## src/rtl/spi_flash_reader.sv

```systemverilog
// Single-bit SPI master fetching little-endian 32-bit words from serial flash.
// Wakes the flash with 0xAB after reset, then serves standard READ (0x03) requests.
//
// state     | meaning
// WAKE_CMD  | shifting the 0xAB release-from-power-down command
// WAKE_WAIT | csn high, waiting for the flash to wake up
// IDLE      | read_ready high, waiting for a request
// SHIFT     | 64-bit READ transfer: opcode, address, 32 data bits
// DESELECT  | csn held high before the next command
module spi_flash_reader #(
    parameter int DIVIDER     = 1,
    parameter int CS_HIGH     = 2,
    parameter int WAKE_CYCLES = 48
) (
    input  logic        clk,
    input  logic        reset,
    input  logic        read_valid,
    output logic        read_ready,
    input  logic [23:0] read_address,
    output logic [31:0] read_data,
    output logic        read_data_valid,
    output logic        flash_clk,
    output logic        flash_csn,
    output logic        flash_io0_en,
    output logic        flash_io0_out,
    output logic        flash_io1_en,
    output logic        flash_io1_out,
    input  logic        flash_io1_in
);

    typedef enum logic [2:0] {
        WAKE_CMD,
        WAKE_WAIT,
        IDLE,
        SHIFT,
        DESELECT
    } state_t;

    localparam logic [7:0]  HALF_LOAD = 8'(DIVIDER - 1);
    localparam logic [15:0] WAKE_LOAD = 16'(WAKE_CYCLES - 1);
    localparam logic [15:0] CS_LOAD   = 16'(CS_HIGH - 1);

    state_t      state;
    state_t      state_next;
    logic        run;
    logic [7:0]  half_cnt;
    logic        phase;
    logic [5:0]  bit_cnt;
    logic [15:0] wait_cnt;
    logic [63:0] tx_shift;
    logic [31:0] rx_shift;

    logic shifting;
    logic half_end;
    logic rise;
    logic bit_end;
    logic last_bit;
    logic accept;

    // run holds the bus idle for the cycle(s) reset is still asserted
    assign shifting = run && ((state == WAKE_CMD) || (state == SHIFT));
    assign half_end = shifting && (half_cnt == 8'd0);
    assign rise     = half_end && !phase;
    assign bit_end  = half_end && phase;
    assign last_bit = bit_end && (bit_cnt == 6'd0);
    assign accept   = read_valid && read_ready;

    assign read_ready    = (state == IDLE);
    assign flash_csn     = !shifting;
    assign flash_clk     = shifting && phase;
    assign flash_io0_en  = shifting;
    assign flash_io0_out = shifting && tx_shift[63];
    assign flash_io1_en  = 1'b0;
    assign flash_io1_out = 1'b0;

    always_ff @(posedge clk) begin
        if (reset) begin
            state <= WAKE_CMD;
        end else begin
            state <= state_next;
        end
    end

    always_comb begin
        state_next = state;
        case (state)
            WAKE_CMD:  if (last_bit) state_next = WAKE_WAIT;
            WAKE_WAIT: if (wait_cnt == 16'd0) state_next = IDLE;
            IDLE:      if (accept) state_next = SHIFT;
            SHIFT:     if (last_bit) state_next = DESELECT;
            DESELECT:  if (wait_cnt == 16'd0) state_next = IDLE;
            default:   state_next = WAKE_CMD;
        endcase
    end

    always_ff @(posedge clk) begin
        if (reset) begin
            run             <= 1'b0;
            half_cnt        <= HALF_LOAD;
            phase           <= 1'b0;
            bit_cnt         <= 6'd7;
            wait_cnt        <= 16'd0;
            tx_shift        <= {8'hAB, 56'd0};
            rx_shift        <= 32'd0;
            read_data       <= 32'd0;
            read_data_valid <= 1'b0;
        end else begin
            run             <= 1'b1;
            read_data_valid <= 1'b0;

            if (shifting) begin
                if (half_cnt == 8'd0) begin
                    half_cnt <= HALF_LOAD;
                    phase    <= !phase;
                end else begin
                    half_cnt <= half_cnt - 8'd1;
                end
            end

            // MISO is sampled on the edge that raises SCLK
            if (rise) begin
                rx_shift <= {rx_shift[30:0], flash_io1_in};
            end

            if (bit_end) begin
                tx_shift <= {tx_shift[62:0], 1'b0};
                bit_cnt  <= bit_cnt - 6'd1;
            end

            if ((state == WAKE_WAIT) || (state == DESELECT)) begin
                if (wait_cnt != 16'd0) begin
                    wait_cnt <= wait_cnt - 16'd1;
                end
            end

            if (last_bit && (state == WAKE_CMD)) begin
                wait_cnt <= WAKE_LOAD;
            end

            if (last_bit && (state == SHIFT)) begin
                wait_cnt        <= CS_LOAD;
                read_data_valid <= 1'b1;
                read_data       <= {rx_shift[7:0], rx_shift[15:8],
                                    rx_shift[23:16], rx_shift[31:24]};
            end

            if (accept) begin
                tx_shift <= {8'h03, read_address, 32'd0};
                bit_cnt  <= 6'd63;
                half_cnt <= HALF_LOAD;
                phase    <= 1'b0;
            end
        end
    end

endmodule

```

## config.mk

```make
export PLATFORM = sky130hd
export DESIGN_NAME = spi_flash_reader
export DESIGN_NICKNAME = d
export VERILOG_FILES = /design/src/rtl/spi_flash_reader.sv
export SDC_FILE = /design/constraint.sdc
export NUM_CORES = 1
export LEC_CHECK = 0
export CAP_MARGIN = 20
export CORE_MARGIN = 5
export CORE_UTILIZATION = 35
export CTS_CLUSTER_DIAMETER = 100
export DETAILED_ROUTE_END_ITERATION = 8
export SLEW_MARGIN = 20
export SYNTH_ARGS = -nofsm -noshare
export SYNTH_HDL_FRONTEND = slang
export SYNTH_SLANG_ARGS = --single-unit
```

## constraint.sdc

```tcl
create_clock -name clk -period 4.03 [get_ports clk]
set_clock_uncertainty 0.15 [all_clocks]
set_input_delay 0.806 -clock clk [delete_from_list [all_inputs] [get_ports clk]]
set_output_delay 0.806 -clock clk [all_outputs]
set_load 0.005 [all_outputs]
```

==> results of run 1 <==
==> worst max-delay path, cell delays in order, from the launching register on <==
cell and delay, ns:
dfxtp_1 0.54, xnor2_1 0.17, and3b_1 0.48, inv_2 0.24, clkdlybuf4s50_1 0.51
==> cell families (layout without fill, tap and decap cells) <==
group                      Yosys count  in the layout  share of synthesized area (%)
AOI/OAI and AO/OA                   78             78                          9.369
xor gates and xnor gates            30             30                          4.799
adders and majority gates            6              6                          1.371
buffers and inverters               53            110                          4.593
DFF                                132            132                          48.26
muxes                               41             41                          7.495
other                                1              2                        0.06849
and+or+nand+nor                    273            273                          24.04
==> stage by stage <==
step	utilization, %	instance area (sq um)	total power (W)
2_1_floorplan	-	5479	0.001920
3_3_place_gp	40.79	6223	0.002018
3_5_place_dp	40.79	6223	0.002038
4_1_cts	44.67	6815	0.003582
5_1_grt	44.67	6817	0.003709
6_report	44.67	6817	0.003538
==> synth_stat cells (3+ instances only) <==
library cell  number
dfxtp_1          132
nor2_1           109
nand2_1           79
mux2i_1           41
a21oi_1           39
nor3_1            29
a2111oi_0         22
clkbuf_1          22
xnor2_1           17
buf_2             15
xor2_1            13
nor4_1            11
nand3_1            8
inv_1              7
ha_1               6
a211oi_1           5
buf_4              5
nand3b_1           4
nor4_4             3
o21ai_0            3
or4_1              3
or4_4              3
==> cell usage in the layout, fill, tap and decap left out, drive strengths merged, types with 2 or more instances in the layout <==
cell	instances
clkbuf	21
nor2b	2
and2	2
xor2	13
a211oi	6
inv	8
conb	2
nand3b	4
buf	7
ha	6
or3	2
nor3	32
nand2	79
nor2	109
or4b	2
o21ai	6
bufinv	3
clkinv	6
nand3	10
nor4	14
xnor2	17
clkdlybuf4s50	64
a2111oi	22
or4	6
mux2i	41
a21oi	39
dfxtp	132
nand4	2
==> per-layer routing <==
| layer | wire length, microns | global-route usage, % | vias to the layer above |
|---|---|---|---|
| li1 | - | - | 2198 |
| met2 | 5640 | 21.12 | 59 |
| met1 | 5313 | 16.44 | 2004 |
| met5 | 0 | 0 | - |
| met3 | 351 | 3.428 | 13 |
| met4 | 182 | 5.711 | 0 |
==> worst max path at each step <==
stage / endpoint / start / depth (start not counted)
3_5_place_dp: read_data[27] / state[1] / 6
6_report: flash_csn / state[1] / 4
2_1_floorplan: flash_clk / state[0] / 5
5_1_grt: flash_csn / state[1] / 4
3_3_place_gp: read_data[0] / state[1] / 6
4_1_cts: flash_csn / state[1] / 4
==> sequential cells by signal (all words and copies together), names as in the netlist <==
signal / cells
read_data: 32
rx_shift: 32
tx_shift: 32
wait_cnt: 16
half_cnt: 8
bit_cnt: 6
state: 3
phase: 1
read_data_valid: 1
run: 1
==> power groups by stage <==
stage | Sequential [W] | Clock, W | Combinational, W
finish | 0.00146 | 0.00153 | 0.000547
global placement | 0.00148 | 0 | 0.000536
global route | 0.00147 | 0.00163 | 0.000604
detailed placement | 0.00149 | 0 | 0.000551
floorplan | 0.00147 | 0 | 0.000449
CTS | 0.00146 | 0.00157 | 0.000554
==> area by class of cell <==
| class | instances | area, sq um |
|---|---|---|
| clock buffer | 21 | 460.4 |
| clock inverter | 10 | 131.4 |
| fill | 1472 | 8442 |
| inverter | 8 | 30.03 |
| multi-input combinational | 430 | 2597 |
| sequential | 132 | 2643 |
| tap | 211 | 264.0 |
| timing repair buffer | 71 | 690.7 |
==> results.md, run 1 <==
* Status: completed
* Post-route ant nets at 0
* CP Capture Type: output port
* Largest net degree at the start of global routing at 58
* Critical Path RT at 3.07 ns
* Synth Flop Type: dfxtp_1
* Crit path time final at 3.316 ns
* First-pass GRT wire length at 19.55 mm
* Hold Path Class: reg2reg
* Leakage at 2.448 nW
* Share of cells above drive strength 1 at 7.887%
* Width of the die at 135.1 microns
* Post-synth EDFFs at 0
* Worst-Skew Late Latency at 0.41 ns
* Post-Place Worst Slack at 0.8715 ns
* Net Sw Frac at 25.53%
* Sequential element share of the synthesized area at 48.26%
* Switching power at 0.0009034 W
* DP HPWL at 7.445 mm
* DR vias at 4,274
* Async S/R FF share, synth at 0%
* Reg2reg start: state[1]
* R2R cell count at 6
* Part of the power in registers at 41.3%
* Finished Layout Cells at 883
* Vias in the first global route at 4,094
* Synthesized instance count at 614
* Area leader, netlist: dfxtp_1
* CTS H-Tree Depth at 4
* Cell Rows at 45
* Data arrival time of the worst path at 2.36 ns
* Fmax at 301.6 MHz
* Int Pwr at 0.002635 W
* Initial Util at 35.88%
* Max Cap Viol at 0
* Power per Cell Area at 519.1 nW/um^2
* CTS clk-pin slew, worst paths at 0.05 ns
* CTS Buf Count at 17
* TritonCTS clock tree: yes
* DRT Wirelength at 11.49 mm
* Worst-margin pin slew at 0.9308 ns
* Hold Path End: read_data[23]
* Cells after DPL at 852
* Initial antenna violation count at 0
* Reg2reg setup slack at 0.94 ns
* RSZ-0062 raised after global routing: false
* Gpl congestion at 0.7923
* # hold bufs at CTS at 0
* Vias per Instance at 4.840
* CP Max Fanout at 13
* Die Area at 18,250 sq um
* TritonCTS Sinks at 132
* Hold Violations, Final at 0
* Core ar. at 15,260 sq um
* Max VDD drop at 286.8 uV
* Synth top area share at 48.26%
* DRC violations left at 0
* Synthesized area at 5475 sq um
* Clock power frac at 43.3%
* Die Y at 135.1 microns
* DR iter-0 viols at 159
* R2R Path End: read_data[3]
* Post-synthesis sequential element count at 132
* Post-CTS setup buffers at 0
* Total grt overflow at 0
* WS Path Type: reg2out
* Startpoint Class: flip-flop
* Tot GR Track Use at 13.06%
* Final setup fails at 0
* Max-slew violations at 0
* Layout Nets at 694
* Synth-to-layout area growth at 24.50%
* Final worst hold slack at 0.3026 ns
* Final period util at 82.27%
* Final TNS setup at 0 ns
* Rel. slew slack at 37.88%
* Clock root buffer master: clkbuf_16
* Synth cell types at 52
* Avg WL per Cell at 13.01 microns
* Port bufs at 65
* Hold Crit Depth at 2
* Mapped Avg Cell Area at 8.917 sq um
* I/O pins at 68
* Clk buf depth at 2
* Hold_sp: read_data[23]
* Comb pwr share at 15.4%
* Antenna Cells at 0
* DRT Pass-1 Iters at 5
* Yosys Warn Count at 0
* PostCTS Resize Cnt at 0
* PnR worst setup slack at 0.7143 ns
* Ranking of synthesized cells by area: dfxtp_1, mux2i_1, nor2_1, nand2_1, a21oi_1
Note: power is estimated with default switching activity, not from simulation.
==> run 2: changes to the inputs <==
clock period = 2.9 ns   (was 4.03 ns; I/O delays follow)
==> run 2 against run 1 <==
Effect of this change: cell area increased by 2.1%; register-to-register slack got worse by 0.49 ns; final cell count increased by 0.68%; hold slack better by 0.0039 ns; critical path depth unchanged; clock power increased by 48%; die area stayed put; first-iteration DRC count is 54% higher; utilization rose by 0.93 points; wire length increased by 0.69%; sequential power up 39%; global-route usage about the same.
==> results.md, run 2 (same netlist as run 1, synthesis figures left out) <==
* Status: completed (unchanged)
* Reg2reg setup slack at 0.45 ns (was 0.94 ns)
* Initial Util at 35.88% (unchanged)
* Largest stage delay, worst path at 0.57 ns (was 0.54 ns)
* CP Max Fanout at 13 (unchanged)
* Hold_sp: read_data[26] (was read_data[23])
* TritonCTS Sinks at 132 (unchanged)
* DR iter-0 viols at 245 (was 159)
* Initial antenna violation count at 0 (unchanged)
* Total grt overflow at 0 (unchanged)
* Total Power at 0.005076 W (was 0.003538 W)
* Die Area at 18,250 sq um (unchanged)
* CP bufs+invs at 2 (unchanged)
* First-pass GRT wire length at 19.58 mm (was 19.55 mm)
* Hold Path End: read_data[26] (was read_data[23])
* Post-CTS setup buffers at 0 (unchanged)
* Finished Layout Cells at 889 (was 883)
* Share of cells above drive strength 1 at 8.702% (was 7.887%)
* Filler cells at 1,490 (was 1,472)
* Final period util at 90.85%
* Hold Path Class: reg2reg (unchanged)
* Hold Violations, Final at 0 (unchanged)
* Vias per Instance at 4.827 (was 4.840)
* Biggest regs: read_data: 32 flops, rx_shift: 32 flops, tx_shift: 32 flops (unchanged)
* Startpoint Class: flip-flop (unchanged)
* Cell Rows at 45 (unchanged)
* Critical path's slowest cell: clkdlybuf4s50_1 (was dfxtp_1)
* Hold Crit Depth at 2 (unchanged)
* Layout Nets at 699 (was 694)
* Clock root buffer master: clkbuf_16 (unchanged)
* TritonCTS clock tree: yes (unchanged)
* Gpl congestion at 0.8188 (was 0.7923)
* Core ar. at 15,260 sq um (unchanged)
* Final setup fails at 0 (unchanged)
* Synth-to-layout area growth at 27.10% (was 24.50%)
* Vias in the first global route at 4,186 (was 4,094)
* DP HPWL at 7.628 mm (was 7.445 mm)
* Critical path's top delay family: buffers and inverters (unchanged)
* DRT Wirelength at 11.57 mm (was 11.49 mm)
* I/O pins at 68 (unchanged)
* CTS clk-pin slew, worst paths at 0.06 ns (was 0.05 ns)
* CP Capture Type: output port (unchanged)
* R2R cell count at 7 (was 6)
* Rel. slew slack at 47.19% (was 37.88%)
* DRT Pass-1 Iters at 4 (was 5)
* DR vias at 4,291 (was 4,274)
* Worst-margin pin slew at 0.7902 ns (was 0.9308 ns)
* # hold bufs at CTS at 0 (unchanged)
* Most common cell after layout, fill and taps aside: dfxtp_1 (unchanged)
* Max Cap Viol at 0 (unchanged)
* Final TNS setup at 0 ns (unchanged)
* CTS Buf Count at 17 (unchanged)
* Cells after DPL at 857 (was 852)
* Post-route ant nets at 0 (unchanged)
* Crit path time final at 2.635 ns
* Fmax at 379.6 MHz
* Max-slew violations at 0 (unchanged)
* WS Path Type: reg2out (unchanged)
* Leakage at 2.502 nW (was 2.448 nW)
* Power per Cell Area at 729.3 nW/um^2 (was 519.1 nW/um^2)
* Cell Chain, Critical Path: xnor2_1, and3b_1, inv_2, clkdlybuf4s50_1 (unchanged)
* Max VDD drop at 347.5 uV (was 286.8 uV)
* R2R Path End: wait_cnt[2] (was read_data[3])
* Avg WL per Cell at 13.01 microns (about the same)
* Commonest cells after routing, fill and taps aside: dfxtp_1, nor2_1, nand2_1, clkdlybuf4s50_1, mux2i_1 (unchanged)
* PostCTS Resize Cnt at 0 (unchanged)
* Port bufs at 65 (unchanged)
* Tot GR Track Use at 13.09% (was 13.06%)
* Final worst hold slack at 0.3065 ns (was 0.3026 ns)
* DRC violations left at 0 (unchanged)
* Worst-Skew Late Latency at 0.41 ns (about the same)
* Data arrival time of the worst path at 1.90 ns (was 2.36 ns)
* Antenna Cells at 0 (unchanged)
* Reg2reg start: wait_cnt[0] (was state[1])
* Width of the die at 135.1 microns (unchanged)
* CTS H-Tree Depth at 4 (unchanged)
* Critical Path RT at 2.17 ns (was 3.07 ns)
* Clk buf depth at 2 (unchanged)
* RSZ-0062 raised after global routing: false (unchanged)
* Largest net degree at the start of global routing at 96 (was 58)
* Die Y at 135.1 microns (unchanged)
-- run 2: per-stage QoR --
step                      worst slack (ns)  cell area (sq um)  utilization [%]
final                               0.2654               6959            45.61
after global placement              0.5595               6324            41.44
after detailed placement            0.4397               6324            41.44
after floorplan                     0.6653               5479                -
after global routing                0.1212               6959            45.61
after CTS                           0.2268               6959            45.61
-- run 2: per-layer routing --
layer	track usage [%]	share of wire (%)	vias to the layer above	routed length (microns)
met3	2.832	2.4	16	273
met2	21.51	49	52	5700
met4	6.215	1.8	0	210
met5	0	0	-	0
li1	-	-	2208	-
met1	16.35	47	2015	5382
-- run 2: worst max-delay path by stage --
stage | from | end | slack (ns) | depth (start not counted)
after floorplan | wait_cnt[0] | wait_cnt[5] | 0.67 | 8
after global placement | read_valid | tx_shift[43] | 0.56 | 4
after detailed placement | wait_cnt[0] | wait_cnt[2] | 0.44 | 7
after CTS | state[0] | flash_csn | 0.23 | 4
after global routing | state[0] | flash_csn | 0.12 | 4
final | state[0] | flash_csn | 0.27 | 4
-- run 2: worst min-delay path: cells and delay by family, from the launching register on --
kind / cells / cell delay [ns]
simple gates: 1 / 0.05
compound gates: 1 / 0.05
flops: 1 / 0.31
-- run 2: area by class of cell --
type	count	area (sq um)	area share [%]
sequential	132	2643	37.97
multi-input combinational	430	2596	37.31
timing repair buffer	76	790.8	11.36
clock buffer	20	456.7	6.562
tap	211	264.0	3.794
clock inverter	12	178.9	2.571
inverter	8	30.03	0.4315
-- run 2: power breakdown --
group / leakage [nW] / total (W) / switching, W / internal [W]
sequential: 1.07 / 0.00203 / 0.000107 / 0.00193
clock: 0.302 / 0.00226 / 0.000774 / 0.00148
combinational: 1.13 / 0.000784 / 0.000415 / 0.000369
total: 2.50 / 0.00508 / 0.00130 / 0.00378
